--- config.mk ---
export PLATFORM = sky130hd
export DESIGN_NAME = vme_arbiter
export DESIGN_NICKNAME = d
export VERILOG_FILES = /design/src/rtl/vme_pkg.sv /design/src/rtl/vme_sync.sv /design/src/rtl/vme_arbiter.sv
export SDC_FILE = /design/constraint.sdc
export NUM_CORES = 1
export LEC_CHECK = 0
export BUFFER_PORTS_ARGS = -buffer_cell sky130_fd_sc_hd__buf_2
export CAP_MARGIN = 20
export CORE_MARGIN = 2
export CORE_UTILIZATION = 50
export DETAILED_ROUTE_END_ITERATION = 7
export HOLD_SLACK_MARGIN = 0.08
export PLACE_DENSITY = 0.71
export SYNTH_ARGS = -nofsm -noshare
export SYNTH_HDL_FRONTEND = slang
export SYNTH_SLANG_ARGS = --single-unit
--- constraint.sdc ---
create_clock -name clock -period 4.8 [get_ports clock]
set_clock_uncertainty 0.15 [all_clocks]
set_input_delay 0.96 -clock clock [delete_from_list [all_inputs] [get_ports clock]]
set_output_delay 0.96 -clock clock [all_outputs]
set_load 0.02 [all_outputs]
--- src/rtl/vme_pkg.sv ---
// vme_pkg: shared definitions for the VME system-controller arbiter.
//   ACTIVE/INACTIVE   levels of the active-low backplane signals
//   ARB_PRI/ARB_RRS   arbitration mode encodings for arb_mode
//   LEVEL_W, level_t  bus-request level width and type
//   arb_state_t       arbiter FSM state encoding
package vme_pkg;

    localparam logic ACTIVE   = 1'b0;
    localparam logic INACTIVE = 1'b1;

    localparam logic ARB_PRI = 1'b0;
    localparam logic ARB_RRS = 1'b1;

    localparam int LEVEL_W = 2;
    typedef logic [LEVEL_W-1:0] level_t;

    typedef enum logic [1:0] {
        IDLE  = 2'd0,
        GRANT = 2'd1,
        BUSY  = 2'd2
    } arb_state_t;

endpackage

--- src/rtl/vme_sync.sv ---
// vme_sync: WIDTH-bit, SYNC_STAGES-deep flop synchroniser for asynchronous
// active-low backplane inputs. On reset every stage holds all-ones, which is
// the INACTIVE level.
//   clock  in   system clock
//   reset  in   synchronous, active-low reset
//   d      in   asynchronous input bus
//   q      out  synchronised copy of d
module vme_sync #(
    parameter int WIDTH       = 1,
    parameter int SYNC_STAGES = 2
) (
    input  logic             clock,
    input  logic             reset,
    input  logic [WIDTH-1:0] d,
    output logic [WIDTH-1:0] q
);

    logic [WIDTH-1:0] stage [SYNC_STAGES];

    always_ff @(posedge clock) begin
        if (!reset) begin
            for (int i = 0; i < SYNC_STAGES; i++) begin
                stage[i] <= '1;
            end
        end else begin
            stage[0] <= d;
            for (int i = 1; i < SYNC_STAGES; i++) begin
                stage[i] <= stage[i-1];
            end
        end
    end

    assign q = stage[SYNC_STAGES-1];

endmodule

--- src/rtl/vme_arbiter.sv ---
// vme_arbiter: VME system-controller bus arbiter. Synchronises BR3..BR0 and
// BBSY, issues one daisy-chain grant at a time, asserts BCLR to a lower
// priority owner when a higher request arrives (PRI mode), and withdraws
// grants that nobody claims within GRANT_TIMEOUT cycles.
//   clock        in   system clock
//   reset        in   synchronous, active-low reset
//   vme_br       in   bus requests, active-low, bit n = level n (3 highest)
//   vme_bbsy     in   bus busy, active-low
//   arb_mode     in   0 = fixed priority, 1 = round robin (sampled in IDLE)
//   vme_bgout    out  bus grant per level, active-low, at most one active
//   vme_bclr     out  bus clear to current owner, active-low
//   arb_owner    out  level of last grant issued
//   arb_busy     out  high in GRANT or BUSY
//   arb_timeout  out  one-cycle pulse when an unclaimed grant is withdrawn
//
// state | meaning
// IDLE  | no grant out; arbitrate when a request is seen and BBSY is released
// GRANT | grant driven, waiting for the new owner to assert BBSY
// BUSY  | owner holds BBSY; BCLR may be raised for higher pending levels
module vme_arbiter
    import vme_pkg::*;
#(
    parameter int SYNC_STAGES   = 2,
    parameter int GRANT_TIMEOUT = 64
) (
    input  logic         clock,
    input  logic         reset,
    input  logic [3:0]   vme_br,
    input  logic         vme_bbsy,
    input  logic         arb_mode,
    output logic [3:0]   vme_bgout,
    output logic         vme_bclr,
    output level_t       arb_owner,
    output logic         arb_busy,
    output logic         arb_timeout
);

    localparam int TIMER_W = $clog2(GRANT_TIMEOUT);
    localparam logic [TIMER_W-1:0] TIMER_TC = TIMER_W'(GRANT_TIMEOUT - 1);

    logic [3:0]         br_s;
    logic               bbsy_s;

    arb_state_t         state, state_d;
    logic [3:0]         bgout_d;
    logic               bclr_d;
    level_t             owner_d;
    logic               timeout_d;
    logic               mode_q, mode_d;
    logic [TIMER_W-1:0] timer, timer_d;
    level_t             sel;

    vme_sync #(
        .WIDTH       (5),
        .SYNC_STAGES (SYNC_STAGES)
    ) u_sync (
        .clock (clock),
        .reset (reset),
        .d     ({vme_bbsy, vme_br}),
        .q     ({bbsy_s, br_s})
    );

    // Round robin walks last-1, last-2, last-3, last; the final assignment in
    // each loop wins, so candidates are visited from lowest to highest priority.
    function automatic level_t select_level(input logic [3:0] br,
                                            input logic       mode,
                                            input level_t     last);
        level_t lvl;
        level_t cand;
        lvl = '0;
        if (mode == ARB_RRS) begin
            for (int k = 4; k >= 1; k--) begin
                cand = last - level_t'(k);
                if (br[cand] == ACTIVE) lvl = cand;
            end
        end else begin
            for (int i = 0; i < 4; i++) begin
                if (br[i] == ACTIVE) lvl = level_t'(i);
            end
        end
        return lvl;
    endfunction

    function automatic logic higher_request(input logic [3:0] br,
                                            input level_t     owner);
        logic hit;
        hit = 1'b0;
        for (int i = 0; i < 4; i++) begin
            if (i > int'(owner) && br[i] == ACTIVE) hit = 1'b1;
        end
        return hit;
    endfunction

    always_comb begin
        state_d   = state;
        bgout_d   = vme_bgout;
        owner_d   = arb_owner;
        mode_d    = mode_q;
        timer_d   = timer;
        timeout_d = 1'b0;
        bclr_d    = INACTIVE;
        sel       = select_level(br_s, arb_mode, arb_owner);

        case (state)
            IDLE: begin
                if (br_s != 4'b1111 && bbsy_s == INACTIVE) begin
                    bgout_d = ~(4'b0001 << sel);
                    owner_d = sel;
                    mode_d  = arb_mode;
                    timer_d = '0;
                    state_d = GRANT;
                end
            end
            GRANT: begin
                if (bbsy_s == ACTIVE) begin
                    bgout_d = 4'b1111;
                    state_d = BUSY;
                end else if (timer == TIMER_TC) begin
                    bgout_d   = 4'b1111;
                    timeout_d = 1'b1;
                    state_d   = IDLE;
                end else begin
                    timer_d = timer + 1'b1;
                end
            end
            BUSY: begin
                if (bbsy_s == INACTIVE) state_d = IDLE;
            end
            default: begin
                bgout_d = 4'b1111;
                state_d = IDLE;
            end
        endcase

        // Decided on the next state so BCLR drops on the same edge BUSY is left.
        if (state_d == BUSY && mode_d == ARB_PRI && higher_request(br_s, owner_d))
            bclr_d = ACTIVE;
    end

    always_ff @(posedge clock) begin
        if (!reset) begin
            state       <= IDLE;
            vme_bgout   <= 4'b1111;
            vme_bclr    <= INACTIVE;
            arb_owner   <= '0;
            arb_busy    <= 1'b0;
            arb_timeout <= 1'b0;
            mode_q      <= ARB_PRI;
            timer       <= '0;
        end else begin
            state       <= state_d;
            vme_bgout   <= bgout_d;
            vme_bclr    <= bclr_d;
            arb_owner   <= owner_d;
            arb_busy    <= (state_d != IDLE);
            arb_timeout <= timeout_d;
            mode_q      <= mode_d;
            timer       <= timer_d;
        end
    end

endmodule
After elaboration in Yosys (flattened, before gate mapping)
Memories as Yosys holds them, arrays and structs flattened.
Index checks and enable logic that the tools add are counted.
- add/subtract/negate cells: 4
- $lt $le $gt $ge: 7
- equal/unequal tests: 9
- shift operators: 1
- mux-type cells: 42
- bitwise logic cells: 8
- reduce and logical (&&, ||, !) cells: 12
- operators with widths (cell ; number):
    $mux W2 ; 13
    $mux W6 ; 3
    $mux W1 ; 14
    $lt A2 B3 Y1 const B ; 4
    $mux W4 ; 3
    $pmux W4 S3 ; 1
    $pmux W6 S2 ; 1
    $mux W5 ; 2
    $bmux W1 S2 ; 4
    $add A6 B1 Y6 const B ; 1
    $eq A6 B6 Y1 const B ; 1
    $logic_and A1 B1 Y1 ; 6
    $pmux W2 S3 ; 1
    $reduce_and A3 Y1 ; 2
    $not A1 Y1 ; 5
    $eq A2 B2 Y1 const B ; 2
    $gt A2 B2 Y1 const A ; 2
    $ne A2 B2 Y1 const B ; 2
    $ne A4 B4 Y1 const B ; 1
    $not A4 Y4 ; 1
    $reduce_and A4 Y1 ; 1
    $reduce_bool A2 Y1 ; 2
    $shl A1 B2 Y4 const A ; 1
    $sub A2 B2 Y2 const B ; 2
    other kinds (7) ; 8
- bits in registers: 18
- bits in writable memories: 10
- input bits: 8
- word-level logic and storage cells: 92
- memories: 1
- memories (memory ; depth ; bits a word ; read ports ; clocked after Yosys merged registers in ; write ports ; line ; source):
    u_sync.stage ; 2 ; 5 ; 2 ; 0 ; 2 ; vme_sync.sv:18 ; logic [WIDTH-1:0] stage [SYNC_STAGES];

Logic depth before layout (Yosys ltp)
Gate-level depths: netlist (run 1).
An unclocked memory read counts as a cell.
- depth in word-level cells: 17
- depth in mapped cells: 7
- mapped depth without buffers: 7

Modules after synthesis
A second synthesis (run 1) with hierarchy kept.
- cell total of the unflattened synthesis: 135
- area, all modules: 1247.4 sq um
- by module, submodules not included (module ; times used ; cells an instance ; area each (sq um)):
    vme_arbiter ; 1 ; 110 ; 947.2
    vme_sync ; 1 ; 25 ; 300.3

Worst setup path after synthesis (run 1)
No wires, ideal clock.
- kind: input-to-reg
- from: input port arb_mode
- to: register vme_bclr
- setup time: 73 ps
- data arrival time: 1793 ps
- data required time: 4577 ps
- path slack: 2784 ps
- stages: 6
- buffers on the path: 0
- cells stage by stage: and4b_1 -> a31oi_1 -> a21oi_1 -> o21ba_1 -> nor2_1 -> o211ai_2
- cells in the longest elaborated chain, start to end: 10
- ends and longest elaborated chain (item ; line ; source):
    from (decl) ; vme_arbiter.sv:30 ; input logic arb_mode,
    $mux W2 ; vme_arbiter.sv:71 ; if (mode == ARB_RRS) begin
    $mux W2 ; vme_arbiter.sv:106 ; if (br_s != 4'b1111 && bbsy_s == INACTIVE) begin
    $mux W2 ; vme_arbiter.sv:104 ; case (state)
    $gt A1 B2 Y1 ; vme_arbiter.sv:89 ; if (i > int'(owner) && br[i] == ACTIVE) hit = 1'b1;
    $logic_and A1 B1 Y1 ; vme_arbiter.sv:89 ;
    $mux W1 (3 in a row) ; vme_arbiter.sv:89 ;
    $logic_and A1 B1 Y1 (*) ; vme_arbiter.sv:136 ; if (state_d == BUSY && mode_d == ARB_PRI && higher_request(br_s, owner_d))
    $mux W1 (*) ; vme_arbiter.sv:136 ;
    to (signal assigned) ; vme_arbiter.sv:153 ; vme_bclr <= bclr_d;
    to (decl) ; vme_arbiter.sv:32 ; output logic vme_bclr,
Mark *: on every way between the ends. The rest lies on a longest branch, timed or not.
A chain may end at the register's enable or synchronous reset.

Worst setup path after layout (run 1)
- from: register arb_owner[1]
- to: output port arb_owner[1]
- RTL lines (item ; line ; source):
    from (decl) ; vme_arbiter.sv:33 ; output level_t arb_owner,
    from (signal assigned) ; vme_arbiter.sv:154 ; arb_owner <= owner_d;
No word-level cell between the ends.

==> results of run 1 <==
-- cell families (layout without fill, tap and decap cells) --
kind of cell / count (synthesis) / after routing / synth area share [%]
simple gates: 64 / 64 / 30.4
mux: 1 / 1 / 0.856
fa+ha+maj: 1 / 1 / 1.07
buf+inv: 3 / 21 / 0.962
flops: 28 / 28 / 47.9
xor+xnor: 5 / 5 / 3.74
compound gates: 24 / 24 / 15.1
-- metal layers --
metal  track usage, %  vias up
met5                0        -
met4             8.97        0
met3             3.43        4
met2             30.4       19
met1             20.1      430
li1                 -      470
-- worst max-delay path by stage --
stage                               to
after global placement        vme_bclr
after floorplan               vme_bclr
after detailed placement      vme_bclr
final                     arb_owner[1]
after global routing      arb_owner[1]
after CTS                 arb_owner[1]
-- cell usage after synthesis, drive strengths merged (2+ instances only) --
master,number
nand2,21
a31oi,3
o21bai,3
o21ai,4
nand2b,11
and2,3
o22ai,4
a21oi,4
o21a,2
clkbuf,2
xor2,4
nor2,8
nand3,3
nor2b,3
dfxtp,28
nor3b,4
and3,2
nand4,2
-- power by group through the flow --
stage               Sequential, mW  Combinational (mW)  Clock (mW)
finish                       0.254              0.0680       0.154
global placement             0.259              0.0664           0
detailed placement           0.259              0.0682           0
global route                 0.256              0.0756       0.166
floorplan                    0.263              0.0458           0
CTS                          0.254              0.0685       0.157
-- layout make-up --
cell class                      instances  area share, %
Sequential cell                        28           42.1
Timing Repair Buffer                   16           6.02
Inverter                                1          0.282
Clock inverter                          1           2.26
Tap cell                               28           2.63
Clock buffer                            3           1.69
Multi-Input combinational cell         95           45.0
-- registers in the layout (all words and copies together), names as in the netlist --
name	flops
state	2
arb_owner	2
arb_busy	1
vme_bclr	1
mode_q	1
timer	6
vme_bgout	4
u_sync.stage	10
arb_timeout	1
-- through the flow --
step                      total power [mW]  hold slack, ps  cells  area [um^2]
after detailed placement             0.328             241    168         1280
final                                0.476             274    172         1330
after global routing                 0.498             314    172         1330
after floorplan                      0.309             236    126         1170
after global placement               0.325             238    168         1280
after CTS                            0.480             276    172         1330
==> run summary, run 1 <==
The minimum setup slack among reg-to-reg paths is 3020 ps. For the buffer levels on the longest clock path, the log shows 2. The net count of the mapped netlist was 135; the final worst-path cycle share was 45.0%.

Post-cts resize count: 0. The filler cells instantiated in the layout total 212. The run finished with clean final reports.

TritonCTS built the clock tree. Measured along the y axis, the die boundary spans 52.4 um. In this run the standard cell core region covers 0.00221 mm^2. For the via count of the first global-routing pass, the log shows 863.

For the total count of max-transition violations in the final report, the log shows 0. Once the clock tree was built, the setup fixing pass inserted 0 buffers. STA classifies the critical path startpoint as a flip-flop. The post-detailed-routing wire length came out at 2110 um. The actual slew at the worst max-slew pin is 364 ps, and the internal power of the cells is 0.358 mW. The count of inserted antenna diode cells was 0. In this run the most critical hold path is launched from u_sync.stage[0][0].

The mapped netlist covers 0.00117 mm^2. OpenSTA, run right after detailed placement, puts the worst setup slack at 2540 ps. The highest layer touched by signal routing is met4. Counting flops with a built-in enable in the synthesized netlist gives 0. In the synthesized netlist the dominant register cell turns out to be dfxtp_1.

The clock network accounts for 32.4% of the total power. Setup violations remaining at the end of the flow were counted as 0. Leaving out fill and tap cells, the most frequent cell in the layout is dfxtp_1. In this run the critical register-to-register path is launched from u_sync.stage[0][7]. After the first detailed-routing iteration, the DRC count stood at 15. The via total after detailed routing is 923, and the area overhead of the layout relative to synthesis is 13.7%. The number of buffer cells added on primary ports is 16, and the routed length on met2 is 1000 um. The analysis attributes to net switching a power of 0.118 mW.

Of all cell types, the one taking the most synthesized area is dfxtp_1. Dividing the detail-routed via count by the number of cells gives 5.37. A synthesized cell averages 9.28 um^2. For the detailed-route DRC error count, the log shows 0. The number of cells on the critical path was 1; the post-synthesis cell count was 126. The run gives 4 as the number of iterations in the first detailed-routing pass. The post-synthesis register bit count is 28. The tools report the total half-perimeter wirelength after legalization and detailed placement as 1560 um.

The average wire per standard cell came out at 12.3 um. Measured against its own limit, the worst slew margin works out to 75.7%. The total track usage was 17.5%; the fraction of layout cells with a size suffix above 1 was 17.4%. The root buffer cell is clkbuf_4. Grouping stages by cell kind, the critical path spends the most delay in flip-flops. Entering global routing, the biggest net connects 24 pins. The count of nets left with antenna violations once routing finished came out at 0.

The sequential share of power is 53.4%, and the number of standard-cell rows in the floorplan is 17. Of the post-synthesis cell area, the dominant cell type holds 47.9%. The tools report the max-capacitance violation count as 0.

The worst setup slack after layout is 2640 ps, and the clock input transition at the sequential cells of the worst setup and hold paths is 150 ps. Power spread over the standard cell area amounts to 358 mW/mm^2. The total global routing overflow came out at 0.

The cell depth of the worst min-delay path was 1; the combinational group share of total power was 14.3%. The critical path goes through buf_2. The tools report the maximum operating frequency as 0.463 GHz. The number of hold violations in the final report is 0, and the sink count of the clock tree is 28. The tools report the count of boundary I/O pins as 17.

At the later pin of the worst-skew pair, clock insertion delay measures 330 ps. The die is 52.4 um wide. The number of antenna violations at the first check in global routing was 0.

The classification of the worst setup path was reg2out. The critical path starts at arb_owner[1]. The maximum vdd ir drop is 0.192 mV.

The standard cell with the maximum stage delay on the critical path is dfxtp_1. Hold repair after CTS inserted 0 buffers. Setup repair after global routing left no endpoint under its margin. For this run, the register share of the synthesized area comes to 47.9%. Once layout is complete, the utilization of the core stands at 60.1%.

The stage delay of the slowest cell on the critical path is 500 ps. For the area taken by flip-flops and latches, the log shows 561 um^2. The tools report the endpoint type of the worst setup path as an output port. The synthesized netlist contains 38 unique library cells. The logs give 0 for the count of warnings emitted by yosys and 154 for the net count of the finished layout. Measured in cells, the most critical reg-to-reg path has a length of 6. The class of the most critical hold timing path was reg2reg. Data arrives at the worst endpoint at 1050 ps. In this run the worst path has a maximum fanout of 8. Routability-driven placement finished with a final weighted congestion of 0.798. The leakage dissipation is 0.551 nW, and the switching portion of total power is 24.8%. The tools report the number of buffers created by CTS as 3. The starting density of the core came out at 52.9%.

The tools report the sink of the worst hold path as u_sync.stage[0][5]. The die covers 0.00274 mm^2. The detailed router put a total of 994 um of wire on met1. Of all flip-flops after synthesis, the portion carrying an async set or reset was 0%.

In the final timing run, aggregate negative setup slack is 0 ps. The worst register-to-register path ends at vme_bclr. In the post-synthesis netlist, the biggest area contributors are dfxtp_1, nand2_1, nand2b_1, xor2_1, nor2_1. The area of the multi-input gates is 598 um^2. The smallest clock period supported by the final layout is computed as 2160 ps. The run gives 1 as the H-tree depth. Leaving out fill and tap cells, the most frequent cells in the layout are dfxtp_1, nand2_1, buf_2. The total buffers and inverters traversed by the critical path came out at 1. STA puts the critical path data required time at 3690 ps.

Met3 wirelength from detailed routing: 71 um. The first global-routing pass estimated 3480 um of wire.
Power figures use the tool's default switching activity.
==> run 2, diff against run 1 <==
==> constraint.sdc (replaced) <==
create_clock -name clock -period 2.2 [get_ports clock]
set_clock_uncertainty 0.15 [all_clocks]
set_input_delay 0.44 -clock clock [delete_from_list [all_inputs] [get_ports clock]]
set_output_delay 0.44 -clock clock [all_outputs]
set_load 0.02 [all_outputs]
==> run 2 against run 1 <==
Register-to-register slack lost 2600 ps. Via count shrank 3.5%. Core utilization is the same. Non-clock buffer count is the same. Critical path depth grew 5. Critical path type is now reg2reg. Highest routed layer unchanged.
==> run summary, run 2 (synthesis results as in run 1) <==
Met3 wirelength from detailed routing: 86 um (+21%). The clock input transition at the sequential cells of the worst setup and hold paths works out to 150 ps (about the same). Y dimension of the die: 52.4 um (unchanged).

The run finished with clean final reports. The tree is rooted in a clkbuf_4. The via-per-instance ratio was 5.18 (-3.5%); the net count of the finished layout was 154 (unchanged). For the total track usage, the log shows 16.5% (-0.98 points). The post-detailed-routing wire length was 2030 um (-3.9%); the number of buffers created by CTS was 3 (unchanged).

The average wire per standard cell was 11.8 um (-3.9%); the total half-perimeter wirelength after legalization and detailed placement was 1500 um (-3.7%). The tools report the internal power of the cells as 0.781 mW (+120%). Via total after detailed routing: 891 (-3.5%). The switching portion of total power was 24.7% (-0.17 points). The post-route minimum period works out to 1740 ps. The tools report the H-tree depth as 1 (unchanged). For the total die area, the log shows 0.00274 mm^2 (unchanged). STA classifies the critical path endpoint as a flip-flop. The max-slew headroom at the worst pin was 76.0% (+0.28 points); the maximum vdd ir drop was 0.498 mV (+160%). Maximum net fanout on the critical path: 6 (-2). The tightest min-delay check is of the in2reg type.

The clock insertion delay at the later pin of the skew report was 320 ps (about the same); the number of standard-cell rows in the floorplan was 17 (unchanged). For the starting density of the core, the log shows 52.9% (unchanged). For the buffer levels on the longest clock path, the log shows 2 (unchanged). Setup repair after global routing left no endpoint under its margin. For the final RePlAce weighted congestion, the log shows 0.818 (+2.5%). The final worst-path cycle share is 78.9%.

Via count of the first global-routing pass: 832 (-3.6%). The tools report the detailed-route DRC error count as 0 (unchanged). For the number of DRC violations after detailed-routing iteration 0, the log shows 17 (+2).

The tools report the post-cts resize count as 0 (unchanged). The sink count of the clock tree came out at 28 (unchanged). Power density normalized to cell area: 780 mW/mm^2 (+120%). The remaining antenna violation count after routing was 0 (unchanged); the number of buffers added to fix hold violations after cts was 0 (unchanged). On the critical path, the stage with the largest delay is an instance of dfxtp_1.

The tools report the net switching power as 0.256 mW (+120%). The number of antenna violations at the first check in global routing is 0 (unchanged). For the number of hold violations in the final report, the log shows 0 (unchanged).

For the wire length on met1, the log shows 1000 um (+0.80%). The leakage dissipation was 0.551 nW (unchanged). Leaving out fill and tap cells, the most frequent cell in the layout is dfxtp_1.

STA classifies the critical path startpoint as a flip-flop. The tools report the count of boundary I/O pins as 17 (unchanged). In the layout the commonest cells are dfxtp_1, nand2_1, buf_2.

The wire length of the first global-routing pass came out at 3390 um (-2.6%). The run gives 0 (unchanged) as the count of inserted antenna diode cells. Proportion of power drawn by the clock network: 32.2% (-0.2 points). The number of buffer cells added on primary ports is 16 (unchanged).

Routed length on met2: 918 um (-8.4%). The stage delay of the slowest cell on the critical path was 430 ps (-70 ps); the combinational group share of total power was 14.3% (about the same). Signal routing reaches up to met4. The total global routing overflow was 0 (unchanged); the critical path data required time was 2280 ps (-1410 ps). Worst path arrival time: 1810 ps (+760 ps). The maximum operating frequency came out at 0.576 GHz. The flip-flop count of the largest register after layout is 10 (unchanged), and the sequential share of power is 53.5% (about the same).

The overall die width came out at 52.4 um (unchanged). The largest registers in the layout are u_sync.stage (10), timer (6), vme_bgout (4). The post-placement worst setup slack was 383 ps (-2150 ps). The actual slew at the worst max-slew pin works out to 360 ps (-4.13 ps). The register containing the most flip-flops in the final layout was u_sync.stage.

The logs give 24 (unchanged) for the pin count of the biggest net entering global routing and 0 (unchanged) for the post-CTS setup buffer count. TritonCTS built the clock tree. The core region area is 0.00221 mm^2 (unchanged). The worst setup slack after layout is 465 ps (-2180 ps), and the area overhead of the layout relative to synthesis is 13.7% (unchanged). The fraction of layout cells with a size suffix above 1 came out at 17.4% (unchanged). In this design, the critical path's most frequently occurring cell is nand2_1. The max-capacitance violation count is 0 (unchanged), and the total negative setup slack is 0 ps (unchanged). For the number of iterations in the first detailed-routing pass, the log shows 4 (unchanged).

The signal on the critical path passes through nand2_1, o21ai_2, mux2i_1, nand2_1, a21oi_1, o211ai_2. The run gives 0 (unchanged) as the total count of max-transition violations in the final report. Classification of the worst setup path: reg2reg. The number of setup violations in the final report was 0 (unchanged).

The number of fill cells in the layout came out at 210 (-0.94%).
[run 2: cell counts in the layout (fill, tap and decap cells not counted)]
No cell type changed its count.
[run 2: metal layers]
metal,GRT usage (%),vias up
li1,-,473
met1,20.8,397
met2,27.5,19
met3,3.43,2
met4,6.41,0
met5,0,-
[run 2: per-stage QoR]
stage	hold WS (ps)	instances	util (%)	total power [mW]	area, um^2
after floorplan	236	126	-	0.674	1170
after global placement	240	168	57.7	0.710	1280
after detailed placement	244	168	57.7	0.715	1280
after CTS	127	172	60.1	1.04	1330
after global routing	110	172	60.1	1.09	1330
final	133	172	60.1	1.04	1330
[run 2: critical path: cells and delay by family (launching register included)]
family	cells	cell delay [ps]
AO/OA/AOI/OAI	3	570
flip-flops	1	430
multiplexers	1	270
AND/OR/NAND/NOR	2	220
[run 2: path summary, 6_finish.rpt]
| path | endpoint | cells after the start | from | slack (ps) |
|---|---|---|---|---|
| setup / recovery | vme_bclr | 6 | u_sync.stage[0][8] | 460 |
| hold reg to reg | u_sync.stage[0][9] | 1 | u_sync.stage[0][4] | 280 |
| hold / removal | u_sync.stage[0][4] | 2 | vme_bbsy | 130 |
| setup reg to reg | vme_bclr | 6 | u_sync.stage[0][8] | 460 |
[run 2: cell type report]
type,count,area (um^2),share of cell area [%]
clock buffers,3,22.5,1.69
clock inverters,1,30.0,2.26
inverters,1,3.75,0.282
multi-input cells,95,598,45.0
flip-flops and latches,28,561,42.1
well taps,28,35.0,2.63
repair buffers,16,80.1,6.02
[run 2: power by group through the flow]
stage / Sequential, mW / Combinational, mW / Clock [mW]
finish: 0.554 / 0.149 / 0.334
global route: 0.559 / 0.166 / 0.361
CTS: 0.554 / 0.149 / 0.339
detailed placement: 0.565 / 0.149 / 0
global placement: 0.564 / 0.146 / 0
floorplan: 0.574 / 0.0999 / 0
